**config.mk**
```make
export PLATFORM = sky130hd
export DESIGN_NAME = io_intc_unit_flat
export DESIGN_NICKNAME = d
export VERILOG_FILES = /design/src/rtl/io_intc_if.sv /design/src/rtl/io_intc_unit.sv /design/src/flat_wrapper.sv
export SDC_FILE = /design/constraint.sdc
export NUM_CORES = 1
export LEC_CHECK = 0
export BUFFER_PORTS_ARGS = -buffer_cell sky130_fd_sc_hd__buf_2
export CAP_MARGIN = 20
export CORE_MARGIN = 5
export CORE_UTILIZATION = 50
export DETAILED_ROUTE_END_ITERATION = 10
export GPL_TIMING_DRIVEN = 1
export PLACE_DENSITY = 0.78
export SETUP_SLACK_MARGIN = 0.3
export SLEW_MARGIN = 20
export SYNTH_ARGS = -nofsm -noshare
export SYNTH_HDL_FRONTEND = slang
export SYNTH_SLANG_ARGS = --single-unit
```
**constraint.sdc**
```tcl
create_clock -name clk -period 1.9 [get_ports clk]
set_input_delay 0.19 -clock clk [delete_from_list [all_inputs] [get_ports clk]]
set_output_delay 0.19 -clock clk [all_outputs]
set_load 0.01 [all_outputs]
```
**src/rtl/io_intc_if.sv**
```systemverilog
// I/O register bus and interrupt handshake shared by the core and io_intc_unit.
//
// Handshake semantics:
//   io_wr    : one-cycle write strobe. io_addr/io_wdata are taken at the same edge.
//   io_rdata : combinational function of io_addr. There is no read strobe.
//   int_req  : held high while the controller offers line int_id. int_id is stable while int_req=1.
//   int_ack  : sampled only while int_req=1. That edge accepts the request.
//   int_done : sampled only after an ack (in service). It ends the service period.
// The master modport is the core/control-unit side. The slave modport is the controller.
interface io_intc_if #(
  parameter int DATA_W = 8,
  parameter int N_IRQ  = 4
);
  localparam int ID_W = (N_IRQ > 1) ? $clog2(N_IRQ) : 1;

  logic [2:0]        io_addr;
  logic              io_wr;
  logic [DATA_W-1:0] io_wdata;
  logic [DATA_W-1:0] io_rdata;
  logic              int_en;
  logic              int_req;
  logic [ID_W-1:0]   int_id;
  logic              int_ack;
  logic              int_done;

  modport master (
    output io_addr, io_wr, io_wdata, int_en, int_ack, int_done,
    input  io_rdata, int_req, int_id
  );

  modport slave (
    input  io_addr, io_wr, io_wdata, int_en, int_ack, int_done,
    output io_rdata, int_req, int_id
  );
endinterface

```
**src/rtl/io_intc_unit.sv**
```systemverilog
// io_intc_unit: register-mapped input/output ports plus a prioritised interrupt
// controller for the 8-bit CPU family.
// - Input ports are sampled once per cycle and read at addresses 0..N_IN-1.
// - Output ports are written at addresses 0..N_OUT-1.
// - The mask register is at MASK_ADDR. The pending register is at PEND_ADDR (write 1 to clear).
// - The priority is fixed. The lowest line index wins. There is no nesting while a line is in service.
// - state_dbg exposes the request FSM (0=IDLE, 1=REQ, 2=SERVICE).
// Optional build macro IO_INTC_LEVEL_EN: pending follows the synchronised level of irq_in
// instead of latching rising edges. In that mode W1C and ack-clear do nothing.
module io_intc_unit #(
  parameter int               DATA_W      = 8,
  parameter int               N_IN        = 2,
  parameter int               N_OUT       = 2,
  parameter int               N_IRQ       = 4,
  parameter int               SYNC_STAGES = 2,
  parameter logic [2:0]       MASK_ADDR   = 3'd6,
  parameter logic [2:0]       PEND_ADDR   = 3'd7,
  parameter logic [N_IRQ-1:0] MASK_RST    = {N_IRQ{1'b1}}
) (
  input  logic                    clk,
  input  logic                    rstn,
  input  logic [N_IN*DATA_W-1:0]  in_port,
  output logic [N_OUT*DATA_W-1:0] out_port,
  input  logic [N_IRQ-1:0]        irq_in,
  io_intc_if.slave                bus,
  output logic [1:0]              state_dbg
);

  localparam int ID_W = (N_IRQ > 1) ? $clog2(N_IRQ) : 1;

  typedef enum logic [1:0] {
    ST_IDLE    = 2'd0,
    ST_REQ     = 2'd1,
    ST_SERVICE = 2'd2
  } state_t;

  logic [N_IN*DATA_W-1:0]              in_q;
  logic [N_OUT*DATA_W-1:0]             out_q;
  logic [N_IRQ-1:0]                    mask_q;
  logic [SYNC_STAGES-1:0][N_IRQ-1:0]   sync_q;
  logic [N_IRQ-1:0]                    irq_sync;
  logic [N_IRQ-1:0]                    pend;
  logic [N_IRQ-1:0]                    elig;
  logic                                any_elig;
  logic                                cur_elig;
  logic [ID_W-1:0]                     pick;
  logic [DATA_W-1:0]                   rdata;
  state_t                              state_q, state_n;
  logic [ID_W-1:0]                     id_q, id_n;
  logic                                ack_go;

  // Input ports sampled into one register stage every cycle.
  always_ff @(posedge clk or negedge rstn) begin
    if (!rstn) begin
      in_q <= '0;
    end else begin
      in_q <= in_port;
    end
  end

  // Output port and mask register writes. Unmapped addresses are ignored.
  always_ff @(posedge clk or negedge rstn) begin
    if (!rstn) begin
      out_q  <= '0;
      mask_q <= MASK_RST;
    end else if (bus.io_wr) begin
      for (int j = 0; j < N_OUT; j++) begin
        if (bus.io_addr == 3'(j)) out_q[j*DATA_W +: DATA_W] <= bus.io_wdata;
      end
      if (bus.io_addr == MASK_ADDR) mask_q <= bus.io_wdata[N_IRQ-1:0];
    end
  end

  // Synchroniser chain for the asynchronous irq lines.
  always_ff @(posedge clk or negedge rstn) begin
    if (!rstn) begin
      sync_q <= '0;
    end else begin
      sync_q <= {sync_q[SYNC_STAGES-2:0], irq_in};
    end
  end

  assign irq_sync = sync_q[SYNC_STAGES-1];

`ifdef IO_INTC_LEVEL_EN
  // In level mode, pending is the synchronised line level itself.
  assign pend = irq_sync;
`else
  logic [N_IRQ-1:0] prev_q;
  logic [N_IRQ-1:0] pend_q;
  logic [N_IRQ-1:0] rise;
  logic [N_IRQ-1:0] w1c;
  logic [N_IRQ-1:0] ack_clr;

  assign rise = irq_sync & ~prev_q;
  assign w1c  = (bus.io_wr && (bus.io_addr == PEND_ADDR)) ? bus.io_wdata[N_IRQ-1:0] : '0;

  // Decode the one-hot clear of the line that is being acknowledged.
  always_comb begin
    ack_clr = '0;
    for (int i = 0; i < N_IRQ; i++) begin
      if (ack_go && (id_q == ID_W'(i))) ack_clr[i] = 1'b1;
    end
  end

  // Edge latch. A new rising edge beats a same-cycle W1C or ack-clear of that bit.
  always_ff @(posedge clk or negedge rstn) begin
    if (!rstn) begin
      prev_q <= '0;
      pend_q <= '0;
    end else begin
      prev_q <= irq_sync;
      pend_q <= (pend_q & ~(w1c | ack_clr)) | rise;
    end
  end

  assign pend = pend_q;
`endif

  assign elig     = pend & mask_q & {N_IRQ{bus.int_en}};
  assign any_elig = |elig;

  // Fixed priority: scanning downward leaves the lowest eligible index in pick.
  always_comb begin
    pick = '0;
    for (int i = N_IRQ - 1; i >= 0; i--) begin
      if (elig[i]) pick = ID_W'(i);
    end
  end

  // Check whether the line currently offered is still eligible.
  always_comb begin
    cur_elig = 1'b0;
    for (int i = 0; i < N_IRQ; i++) begin
      if (elig[i] && (id_q == ID_W'(i))) cur_elig = 1'b1;
    end
  end

  // FSM state and in-service id registers.
  always_ff @(posedge clk or negedge rstn) begin
    if (!rstn) begin
      state_q <= ST_IDLE;
      id_q    <= '0;
    end else begin
      state_q <= state_n;
      id_q    <= id_n;
    end
  end

  // Next-state logic. A stray ack or done in the wrong state falls through unused.
  always_comb begin
    state_n = state_q;
    id_n    = id_q;
    ack_go  = 1'b0;
    case (state_q)
      ST_IDLE: begin
        if (any_elig) begin
          state_n = ST_REQ;
          id_n    = pick;
        end
      end
      ST_REQ: begin
        if (!cur_elig) begin
          state_n = ST_IDLE;
        end else if (bus.int_ack) begin
          state_n = ST_SERVICE;
          ack_go  = 1'b1;
        end
      end
      ST_SERVICE: begin
        if (bus.int_done) state_n = ST_IDLE;
      end
      default: state_n = ST_IDLE;
    endcase
  end

  // Read mux. The input ports take the low addresses. Unmapped addresses read as zero.
  always_comb begin
    rdata = '0;
    if (bus.io_addr == MASK_ADDR) begin
      rdata[N_IRQ-1:0] = mask_q;
    end else if (bus.io_addr == PEND_ADDR) begin
      rdata[N_IRQ-1:0] = pend;
    end
    for (int i = 0; i < N_IN; i++) begin
      if (bus.io_addr == 3'(i)) rdata = in_q[i*DATA_W +: DATA_W];
    end
  end

  assign bus.io_rdata = rdata;
  assign bus.int_req  = (state_q == ST_REQ);
  assign bus.int_id   = id_q;
  assign out_port     = out_q;
  assign state_dbg    = state_q;

endmodule

```
**src/flat_wrapper.sv**
```systemverilog
// flat-port wrapper written by rule: the top's interface ports become plain ports
module io_intc_unit_flat 
#(
  parameter int               DATA_W      = 8,
  parameter int               N_IN        = 2,
  parameter int               N_OUT       = 2,
  parameter int               N_IRQ       = 4,
  parameter int               SYNC_STAGES = 2,
  parameter logic [2:0]       MASK_ADDR   = 3'd6,
  parameter logic [2:0]       PEND_ADDR   = 3'd7,
  parameter logic [N_IRQ-1:0] MASK_RST    = {N_IRQ{1'b1}}
)
  (clk, rstn, in_port, out_port, irq_in, state_dbg, bus_io_addr, bus_io_wr, bus_io_wdata, bus_int_en, bus_int_ack, bus_int_done, bus_io_rdata, bus_int_req, bus_int_id);
  io_intc_if #(.DATA_W(DATA_W), .N_IRQ(N_IRQ)) bus_i ();
  input  logic clk;
  input  logic rstn;
  input  logic [N_IN*DATA_W-1:0] in_port;
  output logic [N_OUT*DATA_W-1:0] out_port;
  input  logic [N_IRQ-1:0] irq_in;
  output logic [1:0] state_dbg;
  input wire logic [$bits(bus_i.io_addr)-1:0] bus_io_addr;
  input wire logic [$bits(bus_i.io_wr)-1:0] bus_io_wr;
  input wire logic [$bits(bus_i.io_wdata)-1:0] bus_io_wdata;
  input wire logic [$bits(bus_i.int_en)-1:0] bus_int_en;
  input wire logic [$bits(bus_i.int_ack)-1:0] bus_int_ack;
  input wire logic [$bits(bus_i.int_done)-1:0] bus_int_done;
  output wire logic [$bits(bus_i.io_rdata)-1:0] bus_io_rdata;
  output wire logic [$bits(bus_i.int_req)-1:0] bus_int_req;
  output wire logic [$bits(bus_i.int_id)-1:0] bus_int_id;
  assign bus_i.io_addr = bus_io_addr;
  assign bus_i.io_wr = bus_io_wr;
  assign bus_i.io_wdata = bus_io_wdata;
  assign bus_i.int_en = bus_int_en;
  assign bus_i.int_ack = bus_int_ack;
  assign bus_i.int_done = bus_int_done;
  assign bus_io_rdata = bus_i.io_rdata;
  assign bus_int_req = bus_i.int_req;
  assign bus_int_id = bus_i.int_id;
  io_intc_unit #(.DATA_W(DATA_W), .N_IN(N_IN), .N_OUT(N_OUT), .N_IRQ(N_IRQ), .SYNC_STAGES(SYNC_STAGES), .MASK_ADDR(MASK_ADDR), .PEND_ADDR(PEND_ADDR), .MASK_RST(MASK_RST)) u_core (.clk(clk), .rstn(rstn), .in_port(in_port), .out_port(out_port), .irq_in(irq_in), .bus(bus_i), .state_dbg(state_dbg));
endmodule
```
==> results.json <==
{
  "status": "completed",
  "p_leak_nw": 1.35,
  "arrival_ns": 1.77,
  "cp.required_ns": 2.10,
  "port_buffers": 65,
  "synth.distinct_cells": 30,
  "num_antenna_cells": 0,
  "pin_count": 66,
  "netlist_area_mm2": 0.00212,
  "synth_seq_cells": 56,
  "async_reset_ff_share_pct": 100,
  "avgViaCountPerCell": 5.10,
  "track_usage_pct": 16.5,
  "grt_pass1_vias": 1541,
  "p_int_w": 0.00199,
  "wire_per_inst_um": 14.7,
  "detailed_place_hpwl_um": 3020,
  "period_needed_ns": 1.57,
  "layout_setup_ws_ns": 0.333,
  "rows": 23,
  "clk_pin_slew_ns": 0.10,
  "ir_drop_mv": 0.677,
  "min_path_type": "primary input to register",
  "power.density_mw_per_mm2": 978,
  "finalNonFillerCells": 291,
  "detail-route-antenna-nets": 0,
  "cap_violations": 0,
  "synth_cells": 147,
  "max_freq_mhz": 638,
  "nets": 277,
  "clock-sinks": 56,
  "drive_gt1_share_pct": 44.4,
  "critPathCaptureType": "register",
  "r2r_cells": 4,
  "vias": 1485,
  "fp.dieArea_mm2": 0.00565,
  "clock_path_buffers": 2,
  "yosys_warnings": 0,
  "synth_edf_count": 0,
  "cts-root-buf": "clkbuf_8",
  "syn_nets": 184,
  "slew_violations": 0,
  "r2r-start": "u_core.state_dbg[1]",
  "cts_tree": "done",
  "critPathCapture": "u_core.pend[2]",
  "p_total_w": 0.00277,
  "fin_worst_skew_ns": 0.0120,
  "htreeDepth": 2,
  "drc": 0,
  "core_mm2": 0.00406,
  "seq_area_frac_synth_pct": 66.3,
  "fp.dieW_um": 75.1,
  "drt_iter0_drc": 101,
  "pre_cts_slack_ns": 0.334,
  "setup-tns-final_ns": 0,
  "ys.flop_type": "dfrtp_1",
  "combPwrFrac_pct": 22.8,
  "slew_headroom_pct": 68.4,
  "place.gp.congestion": 0.807,
  "startpoint": "u_core.state_dbg[1]",
  "power_frac_seq_pct": 53.7,
  "chipHeight_um": 75.1,
  "drtPass1Iterations": 4,
  "grt.overflow.total": 0,
  "rsz0062_at_grt": "no",
  "p_clk_share_pct": 23.5,
  "start_kind": "register",
  "antenna_found_initial": 0,
  "cts_buffers": 5,
  "clock_latency_ns": 0.30,
  "critPathKind": "register to register",
  "finalHoldViolCount": 0,
  "routed_wl_um": 4270,
  "final_util_pct": 69.8,
  "fillerInstances": 288,
  "place_inst": 262,
  "fin_crit_sh_pct": 82.4,
  "p_sw_w": 0.000779,
  "setup_viol": 0,
  "r2r-end": "u_core.pend[2]",
  "syn_area_per_cell_um2": 14.4,
  "cp_max_fo": 5,
  "worst_pin_slew_ns": 0.474,
  "area_growth_pct": 33.5,
  "switching_share_pct": 28.1,
  "grt_max_degree": 40,
  "initial_core_util_pct": 52.3,
  "r2r_setup_slack_ns": 0.33,
  "grt_pass1_wl_um": 7000
}
[worst max-delay path, stage by stage (launching register included)]
cell     delay (ns)
dfrtp_2        0.45
nor2b_4        0.17
nand3_4        0.11
or4_1          0.48
a32o_1         0.25
[per-layer routing]
metal  GRT usage [%]  vias to the layer above  wire, µm
li1                -                      706         -
met3            4.27                       10       237
met5               0                        -         0
met1            20.0                      728      1680
met4            6.41                        0       114
met2            28.4                       41      2240
[power by group through the flow]
stage                     Sequential [W]  Combinational, W  Clock (W)
after floorplan                  0.00154          0.000299          0
after global placement           0.00150          0.000593          0
after detailed placement         0.00151          0.000604          0
after CTS                        0.00149          0.000638   0.000676
after global routing             0.00151          0.000699   0.000718
final                            0.00149          0.000630   0.000652
[how the worst min path moves through the flow]
| stage | start | end | slack [ns] | cells after the start |
|---|---|---|---|---|
| 3_3_place_gp | rstn | u_core.in_q[10] | 0.14 | 1 |
| 3_5_place_dp | rstn | u_core.in_q[10] | 0.15 | 1 |
| 6_report | bus_int_done | u_core.state_dbg[1] | 0.05 | 2 |
| 4_1_cts | bus_int_done | u_core.state_dbg[1] | 0.05 | 2 |
| 5_1_grt | bus_int_done | u_core.state_dbg[1] | 0.04 | 2 |
| 2_1_floorplan | rstn | u_core.bus.int_id[0] | -0.11 | 0 |
[cells by family after synthesis]
kind of cell / after synthesis / synth area share [%]
and+or+nand+nor: 32 / 8.90
DFF: 56 / 66.3
buffers and inverters: 9 / 2.06
AOI/OAI and AO/OA: 16 / 4.89
muxes: 34 / 17.9
[state kept, by name, summed over array words and instances (netlist names), 4 cells and up]
signal,flops
u_core.mask_q,4
u_core.out_port,16
u_core.pend,4
u_core.prev_q,4
u_core.in_q,16
u_core.sync_q,4
u_core.irq_sync,4
[cell usage in the layout, fill, tap and decap left out, drive strengths merged, types with 4 or more instances in the layout]
cell type / synthesis / final
nand2: 15 / 15
dlygate4sd3: 0 / 21
clkbuf: 0 / 6
buf: 3 / 68
dfrtp: 52 / 52
mux2: 21 / 21
dfstp: 4 / 4
nor2: 5 / 5
inv: 6 / 6
mux2i: 12 / 12
o22ai: 5 / 5
[stage by stage]
step | hold slack, ns | area (µm²)
4_1_cts | 0.0495 | 2830
3_3_place_gp | 0.137 | 2520
5_1_grt | 0.0403 | 2830
3_5_place_dp | 0.145 | 2520
2_1_floorplan | -0.106 | 2120
6_report | 0.0545 | 2830
[synth_stat cells (all sizes together), types with 3 or more instances]
master,number,area share [%]
mux2i,12,5.7
nand2,15,2.7
dfstp,4,5.0
nor2,5,1.0
o22ai,5,1.5
nand3,3,1.3
o21ai,3,0.71
inv,6,1.1
mux2,21,11
buf,3,1.0
a21oi,3,0.71
dfrtp,52,61
[layout make-up]
cell class	instances	area (µm²)	share of cell area (%)
sequential	56	1410	49.7
multi-input combinational	82	672	23.7
timing repair buffer	89	571	20.1
clock buffer	6	82.6	2.92
tap	50	62.6	2.21
inverter	6	22.5	0.795
clock inverter	2	15.0	0.530
[repair_timing]
item,in CTS,in global routing
buffers inserted,0,0
endpoints found under the hold margin,37,0
hold buffers,21,0
setup endpoints to repair,0,1
resized for setup,0,1
Note: power is estimated with default switching activity, not from simulation.
